$ cat config.mk
export PLATFORM = sky130hd
export DESIGN_NAME = seg_scan_ctrl_flat
export DESIGN_NICKNAME = d
export VERILOG_FILES = /design/src/rtl/seg_scan_if.sv /design/src/rtl/seg_scan_ctrl.sv /design/src/flat_wrapper.sv
export SDC_FILE = /design/constraint.sdc
export NUM_CORES = 1
export LEC_CHECK = 0
export BUFFER_PORTS_ARGS = -buffer_cell sky130_fd_sc_hd__buf_2
export CAP_MARGIN = 20
export CELL_PAD_IN_SITES_DETAIL_PLACEMENT = 0
export CELL_PAD_IN_SITES_GLOBAL_PLACEMENT = 1
export CORE_ASPECT_RATIO = 0.8
export CORE_MARGIN = 3
export CORE_UTILIZATION = 48
export CTS_BUF_LIST = sky130_fd_sc_hd__clkbuf_8
export DETAILED_ROUTE_END_ITERATION = 16
export PLACE_DENSITY = 0.91
export SYNTH_ARGS = -nofsm -noshare
export SYNTH_HDL_FRONTEND = slang
export SYNTH_SLANG_ARGS = --single-unit
$ cat constraint.sdc
create_clock -name clk -period 2.2 [get_ports clk]
set_input_delay 0.44 -clock clk [delete_from_list [all_inputs] [get_ports clk]]
set_output_delay 0.44 -clock clk [all_outputs]
set_load 0.01 [all_outputs]
$ cat src/rtl/seg_scan_if.sv
// Host-side and display-side signals of the multiplexed hex display controller.
interface seg_scan_if #(
  parameter int DIGITS = 4
);
  logic              en;
  logic              clear;
  logic [7:0]        data_in;
  logic              data_valid;
  logic [3:0]        nibble;
  logic [DIGITS-1:0] digit_en_n;
  logic              blank;
  logic              frame_tick;

  modport master (
    output en, clear, data_in, data_valid,
    input  nibble, digit_en_n, blank, frame_tick
  );

  modport slave (
    input  en, clear, data_in, data_valid,
    output nibble, digit_en_n, blank, frame_tick
  );
endinterface

$ cat src/rtl/seg_scan_ctrl.sv
// Time-multiplexed hex display scanner: owns the digit shift register and drives
// one shared segment decoder per slot, with guard gaps and leading-zero blanking.
module seg_scan_ctrl #(
  parameter int DIGITS   = 4,
  parameter int SCAN_DIV = 50000,
  parameter int GAP_CYC  = 500,
  parameter int LZ_EN    = 1
) (
  input  logic      clk,
  input  logic      rst_n,
  seg_scan_if.slave bus
);

  localparam int CNT_MAX = (SCAN_DIV > GAP_CYC) ? SCAN_DIV : GAP_CYC;
  localparam int CW      = $clog2(CNT_MAX + 1);
  localparam int IW      = $clog2(DIGITS);

  localparam logic [CW-1:0] GAP_LAST  = CW'(GAP_CYC - 1);
  localparam logic [CW-1:0] SCAN_LAST = CW'(SCAN_DIV - 1);
  localparam logic [IW-1:0] IDX_LAST  = IW'(DIGITS - 1);

  typedef enum logic {GAP, SHOW} state_t;

  state_t              state, state_nxt;
  logic [CW-1:0]       cnt, cnt_nxt;
  logic [IW-1:0]       idx, idx_nxt;
  logic [3:0]          nibble_q, nibble_nxt;
  logic [DIGITS-1:0]   den_q, den_nxt;
  logic                blank_q, blank_nxt;
  logic                tick_q, tick_nxt;

  logic [4*DIGITS-1:0] value, value_nxt, shift_val;
  logic [3:0]          digit_sel;
  logic                upper_zero;
  logic                lz_hide;

  // With only two digits the whole register is replaced by the new byte.
  if (DIGITS == 2) begin : g_shift2
    assign shift_val = bus.data_in;
  end else begin : g_shiftn
    assign shift_val = {value[4*DIGITS-9:0], bus.data_in};
  end

  always_comb begin
    value_nxt = value;
    if (bus.clear)
      value_nxt = '0;
    else if (bus.data_valid)
      value_nxt = shift_val;
  end

  always_ff @(posedge clk or negedge rst_n) begin
    if (!rst_n)
      value <= '0;
    else
      value <= value_nxt;
  end

  assign digit_sel = value[{idx, 2'b00} +: 4];

  always_comb begin
    upper_zero = 1'b1;
    for (int unsigned i = 0; i < DIGITS; i++) begin
      if (i >= 32'(idx) && value[4*i +: 4] != 4'h0)
        upper_zero = 1'b0;
    end
    lz_hide = (LZ_EN != 0) && (idx != '0) && upper_zero;
  end

  always_comb begin
    state_nxt  = state;
    cnt_nxt    = cnt + CW'(1);
    idx_nxt    = idx;
    nibble_nxt = nibble_q;
    den_nxt    = den_q;
    blank_nxt  = blank_q;
    tick_nxt   = 1'b0;

    if (!bus.en) begin
      state_nxt = GAP;
      cnt_nxt   = '0;
      idx_nxt   = '0;
      den_nxt   = '1;
      blank_nxt = 1'b1;
    end else begin
      unique case (state)
        GAP: begin
          if (cnt == GAP_LAST) begin
            state_nxt  = SHOW;
            cnt_nxt    = '0;
            nibble_nxt = digit_sel;
            // A suppressed slot keeps full length so the frame period never changes.
            if (lz_hide) begin
              den_nxt   = '1;
              blank_nxt = 1'b1;
            end else begin
              den_nxt   = ~(DIGITS'(1) << idx);
              blank_nxt = 1'b0;
            end
          end
        end
        SHOW: begin
          if (cnt == SCAN_LAST) begin
            state_nxt = GAP;
            cnt_nxt   = '0;
            den_nxt   = '1;
            blank_nxt = 1'b1;
            if (idx == IDX_LAST) begin
              idx_nxt  = '0;
              tick_nxt = 1'b1;
            end else begin
              idx_nxt = idx + IW'(1);
            end
          end
        end
        default: begin
          state_nxt = GAP;
          cnt_nxt   = '0;
        end
      endcase
    end
  end

  always_ff @(posedge clk or negedge rst_n) begin
    if (!rst_n) begin
      state    <= GAP;
      cnt      <= '0;
      idx      <= '0;
      nibble_q <= '0;
      den_q    <= '1;
      blank_q  <= 1'b1;
      tick_q   <= 1'b0;
    end else begin
      state    <= state_nxt;
      cnt      <= cnt_nxt;
      idx      <= idx_nxt;
      nibble_q <= nibble_nxt;
      den_q    <= den_nxt;
      blank_q  <= blank_nxt;
      tick_q   <= tick_nxt;
    end
  end

  assign bus.nibble     = nibble_q;
  assign bus.digit_en_n = den_q;
  assign bus.blank      = blank_q;
  assign bus.frame_tick = tick_q;

endmodule

$ cat src/flat_wrapper.sv
// flat-port wrapper written by rule: the top's interface ports become plain ports
module seg_scan_ctrl_flat 
#(
  parameter int DIGITS   = 4,
  parameter int SCAN_DIV = 50000,
  parameter int GAP_CYC  = 500,
  parameter int LZ_EN    = 1
)
  (clk, rst_n, bus_en, bus_clear, bus_data_in, bus_data_valid, bus_nibble, bus_digit_en_n, bus_blank, bus_frame_tick);
  seg_scan_if #(.DIGITS(DIGITS)) bus_i ();
  input  logic clk;
  input  logic rst_n;
  input wire logic [$bits(bus_i.en)-1:0] bus_en;
  input wire logic [$bits(bus_i.clear)-1:0] bus_clear;
  input wire logic [$bits(bus_i.data_in)-1:0] bus_data_in;
  input wire logic [$bits(bus_i.data_valid)-1:0] bus_data_valid;
  output wire logic [$bits(bus_i.nibble)-1:0] bus_nibble;
  output wire logic [$bits(bus_i.digit_en_n)-1:0] bus_digit_en_n;
  output wire logic [$bits(bus_i.blank)-1:0] bus_blank;
  output wire logic [$bits(bus_i.frame_tick)-1:0] bus_frame_tick;
  assign bus_i.en = bus_en;
  assign bus_i.clear = bus_clear;
  assign bus_i.data_in = bus_data_in;
  assign bus_i.data_valid = bus_data_valid;
  assign bus_nibble = bus_i.nibble;
  assign bus_digit_en_n = bus_i.digit_en_n;
  assign bus_blank = bus_i.blank;
  assign bus_frame_tick = bus_i.frame_tick;
  seg_scan_ctrl #(.DIGITS(DIGITS), .SCAN_DIV(SCAN_DIV), .GAP_CYC(GAP_CYC), .LZ_EN(LZ_EN)) u_core (.clk(clk), .rst_n(rst_n), .bus(bus_i));
endmodule
# Word level (Yosys, flattened, before mapping)
# Cells that the tools add are included.
# totals
mem_bits_rw	0
ff_bits	45
romBits	0
out_inout_bits	10
n_memories	0
word_cells	69
input_bits	13
latch_bits	0
# classes
shift	2
div_mod_pow	0
eq_ne	7
n_mux	32
order_cmp	3
bitwise_logic	2
addsub	2
reduce_logical	13
n_mul	0
# op_table
cell	n
16-bit 2-to-1 mux	5
16-bit case mux with 2 select lines	1
16-bit by 1-bit adder with 16-bit output, second input constant	1
16-bit equality test, second input constant	1
16-bit by 9-bit equality test with 1-bit output, second input constant	1
4-bit 2-to-1 mux	4
4-bit nonzero test	4
16-bit by 5-bit variable part select with 4-bit output	1
1-bit 2-to-1 mux	15
2-bit 2-to-1 mux	4
4-bit case mux with 2 select lines	1
1-bit by 2-bit >= comparator with 1-bit output, first input constant	2
1-bit logical AND	4
2-bit by 1-bit != test with 1-bit output, second input constant	2
4-bit inverter	1
1-bit case mux with 2 select lines	2
2-bit AND reduction	2
2-bit nonzero test	2
1-bit by 2-bit << shifter with 4-bit output, first input constant	1
3-bit by 2-bit != test with 1-bit output, second input constant	1
3-bit != test, second input constant	1
3-bit AND reduction	1
2-bit by 1-bit adder with 2-bit output, second input constant	1
2-bit equality test, second input constant	1
other kinds (2)	2

# Longest topological paths before layout
# logic_depth
ltp_word	11
depth_mapped	7
mapped_depth_nobuf	6

# Worst setup path before layout
# OpenSTA, ideal clock, no wires.
# synth_timing
path_type	register to register
from	register u_core.cnt[0]
to	register u_core.cnt[11]
t_required_ps	2081
path_stages_with_launch	7
synth_period_minus_slack_ps	2014
setup_ps	119
t_arrival_ps	1895
slack_ps	186
cell_sequence	dfrtp_1 ha_1 or4bb_1 o41a_1 o21ai_2 buf_6 nor2_1
# synth_between
elab_chain_len	4
elab_cells_between_ends	7
# synth_rtl
element	line	rtl
from (decl)	seg_scan_ctrl.sv:25	logic [CW-1:0] cnt, cnt_nxt;
from (signal assigned)	seg_scan_ctrl.sv:135	cnt <= cnt_nxt;
16-bit by 1-bit adder with 16-bit output (tied with other cells)	seg_scan_ctrl.sv:72	cnt_nxt = cnt + CW'(1);
16-bit 2-to-1 mux (on tied branches)	seg_scan_ctrl.sv:103, seg_scan_ctrl.sv:88	
16-bit case mux with 2 select lines *	seg_scan_ctrl.sv:86	unique case (state)
16-bit 2-to-1 mux *	seg_scan_ctrl.sv:79	if (!bus.en) begin
named net u_core.cnt_nxt[11]	seg_scan_ctrl.sv:25	
# Mark *: on every way through the listed nets, which the timed path passes. The rest lies on a longest branch.
# A chain may end at the register's enable or synchronous reset.

# Worst setup path after layout
# layout_timing
from	register u_core.cnt[0]
to	register u_core.den_q[3], in the netlist u_core.bus.digit_en_n[3]
# layout_between
elab_chain_len	3
elab_cells_between_ends	5
# layout_rtl
element	line	rtl
16-bit equality test or 16-bit by 9-bit equality test with 1-bit output (tied branches)	seg_scan_ctrl.sv:103, seg_scan_ctrl.sv:88	
3-bit != test (no line) or 3-bit by 2-bit != test with 1-bit output (tied branches)	n/a	
2-bit AND reduction (no line) *	n/a	
to (signal assigned)	seg_scan_ctrl.sv:138	den_q <= den_nxt;
to (decl)	seg_scan_ctrl.sv:28	logic [DIGITS-1:0] den_q, den_nxt;
# Every way passes the cells marked *; elsewhere a longest branch is shown, timed or not.

==> impl_metrics.yaml <==
placed_design:
  preCtsSetupSlack_ns: 0.0805
  detailed_place_hpwl_um: 3440
  port_buffers: 22
  gpl.final_weighted_congestion: 0.868
setup_path:
  critical_path.endpoint_type: "flop"
  start_kind: "flop"
  critPathRequiredTime_ns: 2.41
  worst_setup_path_end: "u_core.bus.digit_en_n[3]"
  cp_cell_sequence: "ha_4 -> or4bb_1 -> o41a_1 -> o21ai_2 -> buf_4 -> a2bb2oi_1"
  worstRegToRegCells: 6
  cp_data_arrival_time_ns: 2.31
  r2r_slack_ns: 0.10
  timing.rr.start: "u_core.cnt[0]"
  timing.critical_path.slowest_stage_cell: "sky130_fd_sc_hd__or4bb_1"
  worst_path_largest_cell_delay_ns: 0.50
  cp_max_fo: 8
  worst_r2r_endpoint: "u_core.bus.digit_en_n[3]"
  critical_path_class: "flop to flop"
  timing.critical_path.from: "u_core.cnt[0]"
hold_path:
  worstHoldPathType: "input port to async pin"
final_layout:
  highest_count_cells_in_the_layout_ignoring_fill_and_taps: "sky130_fd_sc_hd__dfrtp_1, sky130_fd_sc_hd__nor2_1, sky130_fd_sc_hd__buf_2"
  finish.utilization_pct: 60.1
  finish.net_count: 254
  n_antenna_cell: 0
  area.growth.synth_to_final_pct: 15.9
  drive_above_1_share_pct: 25.4
  final_common_cell: "sky130_fd_sc_hd__dfrtp_1"
pwr:
  power.internal_uw: 1260
  pwr-share-comb_pct: 6.7
  cellLeakagePower_uw: 0.00118
  power.share.clock_pct: 39.6
  worst_ir_drop_vdd_mv: 0.448
  power.share.switching_pct: 21.8
  power-per-cell-area_nw_per_um2: 618
  power.switching_uw: 351
  seq_power_share_pct: 53.7
yosys:
  synth_seq_cells: 45
  netlist_area_sq_um: 2250
  synth.top_cells.by_area: "sky130_fd_sc_hd__dfrtp_1, sky130_fd_sc_hd__mux2i_1, sky130_fd_sc_hd__nor2_1"
  yosysWarnings: 0
  netlist.area_leader.share_pct: 44.5
  synthCells: 204
  postSynth.asyncResetShare_pct: 100
  synth-edff-count: 0
  yosysSeqAreaShare_pct: 50.3
  syn_avg_cell_area_sq_um: 11.0
  synth-main-ff-cell: "sky130_fd_sc_hd__dfrtp_1"
  postSynthNetCount: 223
  synth_area_leader_cell: "sky130_fd_sc_hd__dfrtp_1"
  yosys.cell_types.count: 38
timing:
  worst_pin_slew_ns: 0.529
  worst_clock_skew_ns: 0.00689
  maxClockFrequency_mhz: 476
  timing.max_slew.rel_slack_pct: 64.8
  finalMaxSlewViolations: 0
  setup_ws_ns: 0.101
  grt_setup_unrepaired: "no"
  finalSetupTns_ns: 0
  setup-violations-final: 0
  finalHoldViolations: 0
  min_tclk_post_route_ns: 2.10
  post-route-period-util_pct: 95.4
route:
  remaining_drc_errors: 0
  avgViaCountPerCell: 5.60
  detail_route.first_pass.iterations: 4
  ant_nets: 0
  detail_route.wirelength_um: 4660
  post_drt_wl_per_cell_um: 15.9
  route.vias.total: 1642
  drt_iter0_drc: 168
clocking:
  clock_tree.htree_level_count: 2
  cts_buffer_depth: 2
  cts_post_setup_buffers_inserted: 0
  cts_made_buffers: 5
  cts_tree: "built"
  cts_root_buf: "sky130_fd_sc_hd__clkbuf_8"
  clk_pin_slew_worst_paths_ns: 0.08
  cts.sinks: 45
  worst_skew_pair_later_pin_latency_ns: 0.29
outcome:
  status: "complete, no violations"
floorplanning:
  die_w_um: 82.5
  die_area_sq_um: 5550
  die_height_um: 67.2
  initial_core_utilization_pct: 51.9
  floorplan.io_pins: 23
  fp-row-count: 21
  core-area_sq_um: 4340
flow_run:
  max_cap_viol_count: 0
grt:
  first_global_vias: 1526
  number_of_antenna_violations_at_the_first_check_in_global_routing: 0
  gr-usage-all-layers_pct: 18.8
  grt_max_degree: 25
  globalRoute.totalOverflow: 0
  grt_pass1_wl_um: 7830
[through the flow]
stage               hold slack (ns)  total power [uW]  instances  area, sq um
global placement              0.438               982        285         2480
floorplan                     0.144               937        204         2250
CTS                           0.125              1620        293         2590
global route                  0.141              1670        293         2610
detailed placement            0.445               985        285         2480
finish                        0.116              1610        293         2610
[state kept, by name, indices dropped and copies added (netlist names)]
register	cells
u_core.bus.blank	1
u_core.bus.digit_en_n	4
u_core.bus.frame_tick	1
u_core.bus.nibble	4
u_core.cnt	16
u_core.idx	2
u_core.state	1
u_core.value	16
[worst max-delay path: cells and delay by family (launching register included)]
family | cells | cell delay [ns]
simple gates | 1 | 0.50
fa+ha+maj | 1 | 0.19
compound gates | 3 | 0.72
flops | 1 | 0.44
buf+inv | 1 | 0.18
[timing repair]
action,CTS,global route
hold buffers,0,0
setup endpoints to repair,0,3
resized for setup,0,2
[area by class of cell]
class	count	area (sq um)
clock inverter	2	33.8
tap	57	71.3
inverter	6	22.5
clock buffer	6	82.6
fill	358	1730
multi-input combinational	143	1050
sequential	45	1130
timing repair buffer	34	213
[cell usage after synthesis, drive strengths merged, types with 5 or more instances]
| cell | count |
|---|---|
| nor3 | 6 |
| buf | 7 |
| nand3 | 6 |
| dfstp | 5 |
| xnor2 | 8 |
| mux2i | 16 |
| nand2 | 8 |
| inv | 6 |
| nor2 | 36 |
| nor4 | 7 |
| xor2 | 5 |
| nand4 | 7 |
| dfrtp | 40 |
| or4 | 5 |
| ha | 6 |
[per-layer routing]
layer | wire length (um) | GRT usage (%)
met1 | 2450 | 30.9
met2 | 1950 | 24.9
met3 | 210 | 3.60
met4 | 46 | 4.90
met5 | 0 | 0
[cells by family after synthesis]
kind of cell / Yosys count / share of synthesized area (%)
flip-flops: 45 / 50.3
buffers and inverters: 16 / 3.50
AND/OR/NAND/NOR: 83 / 18.6
multiplexers: 24 / 13.1
XOR/XNOR: 13 / 5.06
adder cells (fa/ha/maj): 6 / 3.34
AO/OA/AOI/OAI: 17 / 6.01
[power by group through the flow]
stage	sequential [uW]	combinational, uW	clock, uW
2_1_floorplan	871	65.3	0
3_3_place_gp	878	104	0
3_5_place_dp	879	106	0
4_1_cts	863	107	650
5_1_grt	867	121	684
6_report	865	108	638
[worst min-delay path by stage]
stage / endpoint / slack, ns / cells after the start
global route: u_core.cnt[12] / 0.14 / 1
floorplan: u_core.bus.frame_tick / 0.14 / 0
CTS: u_core.cnt[12] / 0.12 / 1
global placement: u_core.cnt[12] / 0.44 / 1
detailed placement: u_core.cnt[12] / 0.44 / 1
finish: u_core.cnt[12] / 0.12 / 1
Note: power is estimated with default switching activity, not from simulation.
